[src/rtl/bcd_display_spi_if.sv]
// Bus bundle between the BCD counter chain, the display transmitter and the
// output pins: refresh/digits in, busy plus the 3-wire SPI link out.
interface bcd_display_spi_if #(
    parameter int NUM_DIGITS = 6
);
    logic                    refresh;
    logic [4*NUM_DIGITS-1:0] digits;
    logic                    busy;
    logic                    sck;
    logic                    mosi;
    logic                    cs_n;

    // Side that requests refreshes and observes the link.
    modport master (
        output refresh,
        output digits,
        input  busy,
        input  sck,
        input  mosi,
        input  cs_n
    );

    // Transmitter side.
    modport slave (
        input  refresh,
        input  digits,
        output busy,
        output sck,
        output mosi,
        output cs_n
    );
endinterface

[src/rtl/bcd_display_spi.sv]
// Snapshots the BCD digit registers on refresh and writes them to a
// MAX7219-style display controller, one 16-bit register write per digit.
// The first sequence after reset is preceded by five controller set-up frames.
// All outputs come straight from flops.
module bcd_display_spi #(
    parameter int NUM_DIGITS = 6,
    parameter int CLK_DIV    = 4,
    parameter int INTENSITY  = 8
) (
    input  logic              clk,
    input  logic              reset,
    bcd_display_spi_if.slave  bus
);
    localparam int                DIV_W       = $clog2(CLK_DIV) + 1;
    localparam int                DW          = 4 * NUM_DIGITS;
    localparam logic [DIV_W-1:0]  DIV_LAST    = DIV_W'(CLK_DIV - 1);
    localparam logic [3:0]        INIT_FRAMES = 4'd5;
    localparam logic [3:0]        NUM_DIG_4   = 4'(NUM_DIGITS);

    typedef enum logic [2:0] {
        ST_IDLE,
        ST_LOAD,
        ST_SHIFT,
        ST_GAP,
        ST_LOAD_NEXT
    } state_t;

    state_t              state_r, state_s;
    logic [DIV_W-1:0]    div_r, div_s;
    logic [3:0]          bit_r, bit_s;
    logic [3:0]          frame_r, frame_s;
    logic [DW-1:0]       snap_r, snap_s;
    logic                init_done_r, init_done_s;
    logic                with_init_r, with_init_s;
    logic                busy_r, busy_s;
    logic                sck_r, sck_s;
    logic                mosi_r, mosi_s;
    logic                cs_n_r, cs_n_s;

    logic [15:0]         start_word_s;
    logic [15:0]         cur_word_s;
    logic [15:0]         next_word_s;
    logic [3:0]          last_idx_s;

    // Register-write word for frame idx of a sequence: the set-up frames
    // come first when with_init is set, then digit k goes to address k+1.
    // Nibbles A-F pass through untouched; Code-B decode renders them.
    function automatic logic [15:0] frame_word(input logic [3:0]    idx,
                                               input logic          with_init,
                                               input logic [DW-1:0] snap);
        logic [3:0]  k;
        logic [3:0]  nib;
        logic [15:0] word;
        k    = 4'd0;
        nib  = 4'h0;
        word = 16'h0000;
        if (with_init && (idx < INIT_FRAMES)) begin
            case (idx)
                4'd0:    word = 16'h0C01;
                4'd1:    word = 16'h09FF;
                4'd2:    word = {8'h0B, 4'h0, 4'(NUM_DIGITS - 1)};
                4'd3:    word = {8'h0A, 4'h0, 4'(INTENSITY)};
                4'd4:    word = 16'h0F00;
                default: word = 16'h0000;
            endcase
        end else begin
            k = with_init ? (idx - INIT_FRAMES) : idx;
            for (int i = 0; i < NUM_DIGITS; i++) begin
                nib = (k == 4'(i)) ? snap[4*i +: 4] : nib;
            end
            word = {4'h0, k + 4'd1, 4'h0, nib};
        end
        return word;
    endfunction

    assign start_word_s = frame_word(4'd0, ~init_done_r, bus.digits);
    assign cur_word_s   = frame_word(frame_r, with_init_r, snap_r);
    assign next_word_s  = frame_word(frame_r + 4'd1, with_init_r, snap_r);
    assign last_idx_s   = with_init_r ? (INIT_FRAMES + NUM_DIG_4 - 4'd1)
                                      : (NUM_DIG_4 - 4'd1);

    // Next-state and next-output logic; LOAD/LOAD_NEXT are the first cycle
    // of bit 15's low phase, so cs_n is already low while in them.
    always_comb begin
        state_s     = state_r;
        div_s       = div_r;
        bit_s       = bit_r;
        frame_s     = frame_r;
        snap_s      = snap_r;
        init_done_s = init_done_r;
        with_init_s = with_init_r;
        busy_s      = busy_r;
        sck_s       = sck_r;
        mosi_s      = mosi_r;
        cs_n_s      = cs_n_r;
        case (state_r)
            ST_IDLE: begin
                if (bus.refresh) begin
                    state_s     = ST_LOAD;
                    snap_s      = bus.digits;
                    with_init_s = ~init_done_r;
                    frame_s     = 4'd0;
                    bit_s       = 4'd15;
                    div_s       = '0;
                    busy_s      = 1'b1;
                    sck_s       = 1'b0;
                    cs_n_s      = 1'b0;
                    mosi_s      = start_word_s[15];
                end else begin
                    state_s = ST_IDLE;
                end
            end
            ST_LOAD, ST_LOAD_NEXT, ST_SHIFT: begin
                state_s = ST_SHIFT;
                if (div_r == DIV_LAST) begin
                    div_s = '0;
                    if (!sck_r) begin
                        sck_s = 1'b1;
                    end else if (bit_r == 4'd0) begin
                        sck_s   = 1'b0;
                        cs_n_s  = 1'b1;
                        mosi_s  = 1'b0;
                        state_s = ST_GAP;
                    end else begin
                        sck_s  = 1'b0;
                        bit_s  = bit_r - 4'd1;
                        mosi_s = cur_word_s[bit_r - 4'd1];
                    end
                end else begin
                    div_s = div_r + DIV_W'(1);
                end
            end
            ST_GAP: begin
                if (div_r == DIV_LAST) begin
                    div_s = '0;
                    if (with_init_r && (frame_r == (INIT_FRAMES - 4'd1))) begin
                        init_done_s = 1'b1;
                    end else begin
                        init_done_s = init_done_r;
                    end
                    if (frame_r == last_idx_s) begin
                        state_s     = ST_IDLE;
                        busy_s      = 1'b0;
                        with_init_s = 1'b0;
                    end else begin
                        state_s = ST_LOAD_NEXT;
                        frame_s = frame_r + 4'd1;
                        bit_s   = 4'd15;
                        cs_n_s  = 1'b0;
                        mosi_s  = next_word_s[15];
                    end
                end else begin
                    div_s = div_r + DIV_W'(1);
                end
            end
            default: begin
                state_s = ST_IDLE;
                busy_s  = 1'b0;
                sck_s   = 1'b0;
                mosi_s  = 1'b0;
                cs_n_s  = 1'b1;
            end
        endcase
    end

    // State, counters, snapshot and output flops; reset forces the idle link.
    always_ff @(posedge clk or posedge reset) begin
        if (reset) begin
            state_r     <= ST_IDLE;
            div_r       <= '0;
            bit_r       <= 4'd0;
            frame_r     <= 4'd0;
            snap_r      <= '0;
            init_done_r <= 1'b0;
            with_init_r <= 1'b0;
            busy_r      <= 1'b0;
            sck_r       <= 1'b0;
            mosi_r      <= 1'b0;
            cs_n_r      <= 1'b1;
        end else begin
            state_r     <= state_s;
            div_r       <= div_s;
            bit_r       <= bit_s;
            frame_r     <= frame_s;
            snap_r      <= snap_s;
            init_done_r <= init_done_s;
            with_init_r <= with_init_s;
            busy_r      <= busy_s;
            sck_r       <= sck_s;
            mosi_r      <= mosi_s;
            cs_n_r      <= cs_n_s;
        end
    end

    assign bus.busy = busy_r;
    assign bus.sck  = sck_r;
    assign bus.mosi = mosi_r;
    assign bus.cs_n = cs_n_r;
endmodule

[src/flat_wrapper.sv]
// flat-port wrapper written by rule: the top's interface ports become plain ports
module bcd_display_spi_flat 
#(
    parameter int NUM_DIGITS = 6,
    parameter int CLK_DIV    = 4,
    parameter int INTENSITY  = 8
)
  (clk, reset, bus_refresh, bus_digits, bus_busy, bus_sck, bus_mosi, bus_cs_n);
  bcd_display_spi_if #(.NUM_DIGITS(NUM_DIGITS)) bus_i ();
  input  logic clk;
  input  logic reset;
  input wire logic [$bits(bus_i.refresh)-1:0] bus_refresh;
  input wire logic [$bits(bus_i.digits)-1:0] bus_digits;
  output wire logic [$bits(bus_i.busy)-1:0] bus_busy;
  output wire logic [$bits(bus_i.sck)-1:0] bus_sck;
  output wire logic [$bits(bus_i.mosi)-1:0] bus_mosi;
  output wire logic [$bits(bus_i.cs_n)-1:0] bus_cs_n;
  assign bus_i.refresh = bus_refresh;
  assign bus_i.digits = bus_digits;
  assign bus_busy = bus_i.busy;
  assign bus_sck = bus_i.sck;
  assign bus_mosi = bus_i.mosi;
  assign bus_cs_n = bus_i.cs_n;
  bcd_display_spi #(.NUM_DIGITS(NUM_DIGITS), .CLK_DIV(CLK_DIV), .INTENSITY(INTENSITY)) u_core (.clk(clk), .reset(reset), .bus(bus_i));
endmodule
[config.mk]
export PLATFORM = sky130hd
export DESIGN_NAME = bcd_display_spi_flat
export DESIGN_NICKNAME = d
export VERILOG_FILES = /design/src/rtl/bcd_display_spi_if.sv /design/src/rtl/bcd_display_spi.sv /design/src/flat_wrapper.sv
export SDC_FILE = /design/constraint.sdc
export NUM_CORES = 1
export LEC_CHECK = 0
export ABC_AREA = 1
export CAP_MARGIN = 15
export CORE_AREA = 5 5 107 69
export DETAILED_ROUTE_END_ITERATION = 7
export DIE_AREA = 0 0 112 74
export HOLD_SLACK_MARGIN = 0.08
export PLACE_DENSITY = 0.75
export REMOVE_ABC_BUFFERS = 1
export SETUP_SLACK_MARGIN = 0.5
export SYNTH_ARGS = -nofsm -noshare
export SYNTH_HDL_FRONTEND = slang
export SYNTH_SLANG_ARGS = --single-unit
[constraint.sdc]
create_clock -name clk -period 3.2 [get_ports clk]
set_input_delay 0.64 -clock clk [delete_from_list [all_inputs] [get_ports clk]]
set_output_delay 0.64 -clock clk [all_outputs]
set_load 0.01 [all_outputs]
After elaboration in Yosys (flattened, before gate mapping)
Index checks and enable logic that the tools add are counted.

Add/sub/neg operators: 5. Order comparisons: 2. Equal/unequal tests: 23. Multiplexer cells: 56. Bitwise operators: 3. Reductions and logical operators: 21.

Operators with widths (number): $mux W4 (17); $pmux W12 S5 (1); $mux W1 (21); $mux W3 (6); $eq A4 B2 Y1 const B (4); $eq A4 B3 Y1 const B (3); $logic_not A4 Y1 (3); $mux W12 (1); $pmux W1 S3 (4); $pmux W4 S3 (1); $reduce_and A4 Y1 (3); $ne A2 B1 Y1 const B (5); $eq A3 B2 Y1 const B (3); $pmux W3 S3 (1); $add A4 B1 Y4 const B (2); $eq A4 B1 Y1 const B (2); $pmux W4 S2 (1); $reduce_and A7 Y1 (1); $ne A2 B2 Y1 const B (3); $pmux W3 S2 (1); $reduce_and A3 Y1 (2); $reduce_and A6 Y1 (1); $lt A4 B5 Y1 const B (1); $reduce_and A5 Y1 (1); other kinds (17) (22).

Register bits after elaboration: 44. Bits of input ports: 27. Output and inout bits: 4. Word-level logic and storage cells: 121.

Logic depth before layout (Yosys ltp)
Gate-level depths: netlist of run 1.

Word-level depth: 16. Mapped depth: 22. Gate-level depth less buffers: 22.

Worst setup path before layout of run 1
OpenSTA, ideal clock, no wires.

Path type: register to register. Start: reg u_core.frame_r[0]. End: reg u_core.mosi_r (netlist: u_core.bus.mosi). Setup time: 0.116 ns. Arrival: 2.389 ns. Path slack: 0.694 ns. Cell stages (with the launch flop): 23. Buffers on the path: 1. Clock period less this slack: 2.506 ns. Path through: dfrtp_1 -> inv_2 -> ha_1 -> nor2_1 -> or2_2 -> inv_1 -> ha_1 -> buf_1 -> nor2_1 -> nand4_1 -> nand3_1 -> nand3_1 -> nand2_1 -> nand2_1 -> nand2_1 -> nand2_1 -> nand2_1 -> nand2_1 -> nand3_1 -> nand2_1 -> nand2_1 -> nand2_1 -> nand2_1.

Cells in the longest elaborated chain, start to end: 16. Elaborated cells between the ends (all ways): 33. Classes of those cells: 2 x add/sub; 1 x order compare; 11 x eq/ne; 15 x mux; 4 x reduce/logical.

Ends and longest elaborated chain: start, declared (line bcd_display_spi.sv:31) `logic [3:0] frame_r, frame_s;`; start signal, assigned (line bcd_display_spi.sv:184) `frame_r <= frame_s;`; $sub A4 B3 Y4 (line bcd_display_spi.sv:67) `k = with_init ? (idx - INIT_FRAMES) : idx;`; $mux W4 (line bcd_display_spi.sv:67); $logic_not A4 Y1 (line bcd_display_spi.sv:69) `nib = (k == 4'(i)) ? snap[4*i +: 4] : nib;`; $mux W4 (6 in series) (line bcd_display_spi.sv:69); $mux W12 (line bcd_display_spi.sv:57) `if (with_init && (idx < INIT_FRAMES)) begin`; $bmux W1 S4 (line bcd_display_spi.sv:127) `mosi_s = cur_word_s[bit_r - 4'd1];`; $mux W1 (implied by the code) (line bcd_display_spi.sv:127); $mux W1 (line bcd_display_spi.sv:119) `end else if (bit_r == 4'd0) begin`; $mux W1 (line bcd_display_spi.sv:117) `if (!sck_r) begin`; $mux W1 (line bcd_display_spi.sv:115) `if (div_r == DIV_LAST) begin`; $pmux W1 S3 (line bcd_display_spi.sv:96) `case (state_r)`; end signal, assigned (line bcd_display_spi.sv:190) `mosi_r <= mosi_s;`; end, declared (line bcd_display_spi.sv:37) `logic mosi_r, mosi_s;`.

Several ways; a longest one is shown, not always the timed one. The select of a mux whose other input is x is not followed. A chain may end at the register's enable or synchronous reset.

Final worst setup path of run 1
Start: reg u_core.frame_r[1]. End: reg u_core.mosi_r (netlist: u_core.bus.mosi).

Same word-level chain as after synthesis.

==> results of run 1 <==
flip-flops by register name (all words and copies together), names as in the netlist:
register	count
u_core.bus.sck	1
u_core.frame_r	4
u_core.with_init_r	1
u_core.bus.mosi	1
u_core.bus.busy	1
u_core.bus.cs_n	1
u_core.snap_r	24
u_core.init_done_r	1
u_core.bit_r	4
u_core.state_r	3
u_core.div_r	3
layout by cell type (no fill, tap or decap), drive strengths merged, types with 6 or more instances in the layout:
cell type and n:
o21ai 38, a21oi 6, nand3 33, inv 59, nand4 11, nand2 117
buf 9, nor2 26, clkdlybuf4s50 30, clkbuf 6, ha 10, dfrtp 43
where the power goes:
part	switching [mW]	internal [mW]	total, mW
registers	0.151	0.795	0.946
logic	1.37	0.786	2.16
clock network	0.200	0.232	0.432
total	1.72	1.81	3.54
per-stage QoR:
stage / utilization, % / cell area [um2]
2_1_floorplan: - / 2680
6_report: 52.1 / 3310
3_3_place_gp: 48.8 / 3100
3_5_place_dp: 48.8 / 3100
4_1_cts: 50.5 / 3210
5_1_grt: 52.1 / 3310
path summary, 6_finish.rpt:
kind                                           startpoint                        endpoint  slack (ps)  cells past startpoint
hold reg to reg            u_core.init_done_r$_DFFE_PP0P_  u_core.init_done_r$_DFFE_PP0P_         470                      2
min in group asynchronous                           reset     u_core.bus.busy$_DFFE_PP0P_         710                      2
hold / removal             u_core.init_done_r$_DFFE_PP0P_  u_core.init_done_r$_DFFE_PP0P_         470                      2
setup reg to reg            u_core.frame_r[1]$_DFFE_PP0P_     u_core.bus.mosi$_DFFE_PP0P_         700                     17
max in group asynchronous                           reset   u_core.snap_r[23]$_DFFE_PP0P_        1760                      3
setup / recovery            u_core.frame_r[1]$_DFFE_PP0P_     u_core.bus.mosi$_DFFE_PP0P_         700                     17
layout make-up:
| class | instances | area, um2 |
|---|---|---|
| fillers | 590 | 3050 |
| multi-input cells | 264 | 1400 |
| flip-flops and latches | 44 | 1100 |
| clock inverters | 2 | 35.0 |
| clock buffers | 6 | 72.6 |
| well taps | 87 | 109 |
| repair buffers | 39 | 365 |
| inverters | 60 | 225 |
per-layer routing:
layer | wire, um | part of all wire (%) | vias to the layer above
met5 | 0 | 0 | -
met4 | 98 | 1.5 | 0
met3 | 363 | 5.6 | 7
met2 | 2660 | 41 | 67
met1 | 3360 | 52 | 1182
li1 | - | - | 1279
worst min-delay path, cell delays in order, from the launching register on:
cell and delay (ps):
dfrtp_1 340, inv_1 50, o41ai_1 60
kinds of logic (layout without fill, tap and decap cells):
family	count (synthesis)	in the layout	share of synthesized area, %
AO/OA/AOI/OAI	55	55	11.2
XOR/XNOR	4	4	1.28
flip-flops	44	44	40.2
buffers and inverters	69	107	10.4
AND/OR/NAND/NOR	195	195	32.3
adder cells (fa/ha/maj)	10	10	4.57
what timing repair did:
item,in CTS,in global routing
buffers inserted,0,7
setup endpoints to repair,1,1
gates resized for setup,1,16
==> impl_metrics.tcl, run 1 <==
set metrics [dict create \
    ys.flop_type "dfrtp_1" \
    post-place-cells 487 \
    synth.distinct_cells 37 \
    synth_top_area_cell "dfrtp_1" \
    arrival_ps 2690 \
    numCtsBuffers 5 \
    dp_hpwl_mm 4.80 \
    grt_pass1_vias 2397 \
    fmax_mhz 400 \
    final_layout_size_suffix_gt1_share_pct 11.6 \
    p_leak_nw 1.64 \
    crit_required_ps 3400 \
    cts_buffer_depth 2 \
    ant_nets 0 \
    peakVddDrop_mv 0.645 \
    timing_worst_slew_pin_value_ps 903 \
    firstDrtPassIters 6 \
    synthCells 377 \
    cts.sinks 44 \
    fp-row-count 23 \
    synth_common_cells "nand2_1, inv_1, dfrtp_1, o21ai_0, nand3_1" \
    finalWorstPathRequiredPeriod_ps 2500 \
    finalPower_mw 3.54 \
    cts_root_buffer "clkbuf_8" \
    use_met1_pct 24.4 \
    syn-mean-instance-area_um2 7.26 \
    hold_buffers 0 \
    clock_latency_ps 310 \
    netlist_area_mm2 0.00274 \
    stdcell_count 502 \
    max-cap-violations 0 \
    crit_type "flip-flop to flip-flop" \
    cp-start-kind "flip-flop" \
    antenna_found_initial 0 \
    die_x_um 112 \
    initial_core_util_pct 43.1 \
    ios 31 \
    powerDensity_mw_per_mm2 1070 \
    synth_edf_count 0 \
    wire_per_inst_um 12.9 \
    grt_usage_pct 16.6 \
    pre_cts_ws_ps 496 \
    ys_ff_latch 44 \
    via_per_inst 5.05 \
    die_y_um 74 \
    synth_top_area_share_pct 39.3 \
    slew_viol_final 0 \
    grt_pass1_wl_mm 11.1 \
    grt_max_degree 39 \
    hold_violations 0 \
    skew_ps 13.9 \
    cpLargestDelayFamily "simple AND/OR/NAND/NOR gates" \
    synthArstFlopShare_pct 100 \
    crit_fanout 6 \
    drc_errors 0 \
    syn_to_final_growth_pct 20.9 \
    rsz0062_at_grt "no" \
    finalSetupTns_ps 0 \
    yosysMostFrequentCell "nand2_1" \
    finalCritPeriodShare_pct 78.0 \
    cts.clk_slew.worst_paths_ps 90 \
    cts.htree.levels 2 \
    crit_top_cell "nand2_1" \
    status "finished clean" \
    worstHoldPathType "flip-flop to flip-flop" \
    crit_path_max_incr_delay_ps 430 \
    crit_path_end_kind "flip-flop" \
    hold_ws_ps 471 \
    gp_congestion 0.953 \
    met3_usage_pct 3.58 \
    drtIter0Drc 210 \
    grt_use_met2_pct 24.0 \
    core_mm2 0.00636 \
    fin_nets 451 \
    setup_viol 0 \
    slowest_stage "dfrtp_2" \
    drt_wl_total_mm 6.48 \
    ys_seq_area_share_pct 40.2 \
    antenna_cells 0 \
    critPathBufInv 1 \
    cts_tree "done" \
    slew_headroom_pct 39.4 \
    portBuffers 30 \
    crit_chain "inv_1 > ha_1 > nor2_1 > or2_4 > ha_2 > nand3_2 > or2_0 > nand3_1 > nand3b_1 > nand2_1 > nand2_1 > nand3_1 > nand3_1 > nand2_1 > nand2_1 > nand2_1 > nand2_1" \
    fin_ws_ps 703 \
    grt-busiest-layer "met1" \
    synth_warnings 0 \
    vias 2535 \
    grt-ovfl-total 0 \
    dieArea_mm2 0.00829 \
    synth_area_leaders "dfrtp_1, nand2_1, inv_1" \
]
(Power assumes the default switching activity.)
==> run 2, diff against run 1 <==
==> constraint.sdc (replaced) <==
create_clock -name clk -period 2.5 [get_ports clk]
set_input_delay 0.5 -clock clk [delete_from_list [all_inputs] [get_ports clk]]
set_output_delay 0.5 -clock clk [all_outputs]
set_load 0.01 [all_outputs]
==> run 2 against run 1 <==
  * Sequential power grew 28%
  * Critical endpoint unchanged
  * Final cell count grew 3.0%
  * Highest routed layer unchanged
  * Sequential share of layout area shrank 2.4 points
  * Final area grew 7.6%
  * Die area is the same
  * Global-route usage grew 2.2 points
  * Critical path depth grew 4
  * Largest cell class unchanged
==> impl_metrics.tcl, run 2 (synthesis results as in run 1) <==
set metrics [dict create \
    fp-row-count 23 \
    crit_chain "inv_2 > ha_4 > nor2_2 > or2_4 > inv_4 > ha_4 > buf_4 > nand4_1 > nand3_2 > nand2_1 > nand2_1 > nand2_1 > nand2_1 > nand2_1 > nand2_1 > nand3_1 > nand3_1 > nand2_1 > nand2_1 > nand2_1 > nand2_1" \
    pre_cts_ws_ps -69.9 \
    grt-ovfl-total 0 \
    firstDrtPassIters 5 \
    crit_fanout 4 \
    hold-path-cell-count 2 \
    finalWorstPathRequiredPeriod_ps 2360 \
    final_layout_size_suffix_gt1_share_pct 16.7 \
    fill_cells 558 \
    stdcell_count 517 \
    crit_type "flip-flop to flip-flop" \
    reg2reg_depth 21 \
    cts_root_buffer "clkbuf_8" \
    largest_register_ffs 24 \
    cts_buffer_depth 2 \
    worstHoldPathType "flip-flop to flip-flop" \
    use_met1_pct 25.6 \
    cts.clk_slew.worst_paths_ps 90 \
    critPathBufInv 3 \
    grt_pass1_vias 2697 \
    via_per_inst 5.15 \
    gp_congestion 0.960 \
    hold_ws_ps 472 \
    initial_core_util_pct 43.1 \
    p_switching_mw 2.40 \
    setup_viol 0 \
    max-cap-violations 0 \
    crit_path_end_kind "flip-flop" \
    hold_start "u_core.init_done_r$_DFFE_PP0P_" \
    dieArea_mm2 0.00829 \
    fin_ws_ps 140 \
    fin_util_pct 56.0 \
    met3_usage_pct 3.58 \
    portBuffers 30 \
    ant_nets 0 \
    swShare_pct 47.3 \
    slowest_stage "dfrtp_1" \
    wire_per_inst_um 14.4 \
    cpLargestDelayFamily "simple AND/OR/NAND/NOR gates" \
    p_comb_share_pct 64.6 \
    skew_ps 18.8 \
    dp_hpwl_mm 4.89 \
    grt-busiest-layer "met2" \
    startpoint "u_core.frame_r[1]$_DFFE_PP0P_" \
    core_mm2 0.00636 \
    largest-register "u_core.snap_r" \
    worstReg2RegStart "u_core.frame_r[1]$_DFFE_PP0P_" \
    clock_latency_ps 310 \
    seqPwrFrac_pct 23.8 \
    final_cell_mix "nand2_1, inv_1, dfrtp_1, clkdlybuf4s50_1, o21ai_0" \
    finalPower_mw 5.08 \
    timing_worst_slew_pin_value_ps 721 \
    fin_nets 466 \
    drtIter0Drc 185 \
    finalCritPeriodShare_pct 94.4 \
    placed_cell_area_mm2 0.00318 \
    hold_buffers 0 \
    die_y_um 74 \
    drc_errors 0 \
    slew_headroom_pct 51.6 \
    powerDensity_mw_per_mm2 1430 \
    arrival_ps 2550 \
    antenna_cells 0 \
    critical_path_depth 21 \
    p_leak_nw 1.75 \
    peakVddDrop_mv 0.654 \
    rsz0062_at_grt "yes" \
    final_common_cell "nand2_1" \
    syn_to_final_growth_pct 30.0 \
    cts.sinks 44 \
    slew_viol_final 0 \
    fmax_mhz 424 \
    final_area_mm2 0.00356 \
    crit_path_max_incr_delay_ps 400 \
    cp-start-kind "flip-flop" \
    die_x_um 112 \
    status "finished clean" \
    cts_tree "done" \
    grt_use_met2_pct 31.4 \
    numCtsBuffers 5 \
    cts.htree.levels 2 \
    crit_required_ps 2690 \
    grt_usage_pct 18.9 \
    grt_pass1_wl_mm 12.6 \
    antenna_found_initial 0 \
    finalSetupTns_ps 0 \
    grt_max_degree 27 \
    ios 31 \
    post-place-cells 496 \
    hold_violations 0 \
    power.internal_mw 2.68 \
    pwr-share-clk_pct 11.6 \
    drt_wl_total_mm 7.43 \
    reg_top3 "u_core.snap_r x24, u_core.bit_r x4, u_core.frame_r x4" \
    crit_top_cell "nand2_1" \
    vias 2661 \
]
run 2: cell count changes in the layout (fill, tap and decap cells not counted), sizes merged:
cell / previous run / this run
bufbuf: 0 / 1
buf: 9 / 23
run 2: path summary, 6_finish.rpt:
check                      slack, ps                        endpoint
setup / recovery                 140     u_core.bus.mosi$_DFFE_PP0P_
hold / removal                   470  u_core.init_done_r$_DFFE_PP0P_
setup reg to reg                 140     u_core.bus.mosi$_DFFE_PP0P_
hold reg to reg                  470  u_core.init_done_r$_DFFE_PP0P_
max in group asynchronous       1440   u_core.snap_r[20]$_DFFE_PP0P_
min in group asynchronous        510   u_core.frame_r[2]$_DFFE_PP0P_
run 2: power groups by stage:
| stage | sequential [mW] | combinational [mW] | clock, mW |
|---|---|---|---|
| after global routing | 1.24 | 3.68 | 0.628 |
| final | 1.21 | 3.28 | 0.589 |
| after global placement | 1.20 | 2.57 | 0 |
| after floorplan | 1.18 | 1.92 | 0 |
| after detailed placement | 1.21 | 2.64 | 0 |
| after CTS | 1.19 | 2.98 | 0.597 |
run 2: routing by layer:
metal | routed length (um) | share of wire (%)
met3 | 394 | 5.3
met4 | 95 | 1.3
met2 | 3380 | 46
met1 | 3550 | 48
met5 | 0 | 0
run 2: repair_timing:
action,4_1_cts,5_1_grt
setup buffers,4,8
setup endpoints to repair,35,39
gates cloned,1,0
pin swaps,0,12
resized for setup,22,11
run 2: cell type report:
| type | count | area, um2 | area share, % |
|---|---|---|---|
| Timing Repair Buffer | 54 | 542 | 15.2 |
| Clock inverter | 2 | 38.8 | 1.09 |
| Inverter | 60 | 230 | 6.47 |
| Clock buffer | 6 | 82.6 | 2.32 |
| Multi-Input combinational cell | 264 | 1460 | 40.9 |
| Sequential cell | 44 | 1100 | 31.0 |
| Tap cell | 87 | 109 | 3.06 |
run 2: worst min-delay path, delay by kind of cell, from the launching register on:
| kind | cells | cell delay [ps] |
|---|---|---|
| buf+inv | 1 | 50 |
| compound gates | 1 | 50 |
| flops | 1 | 340 |
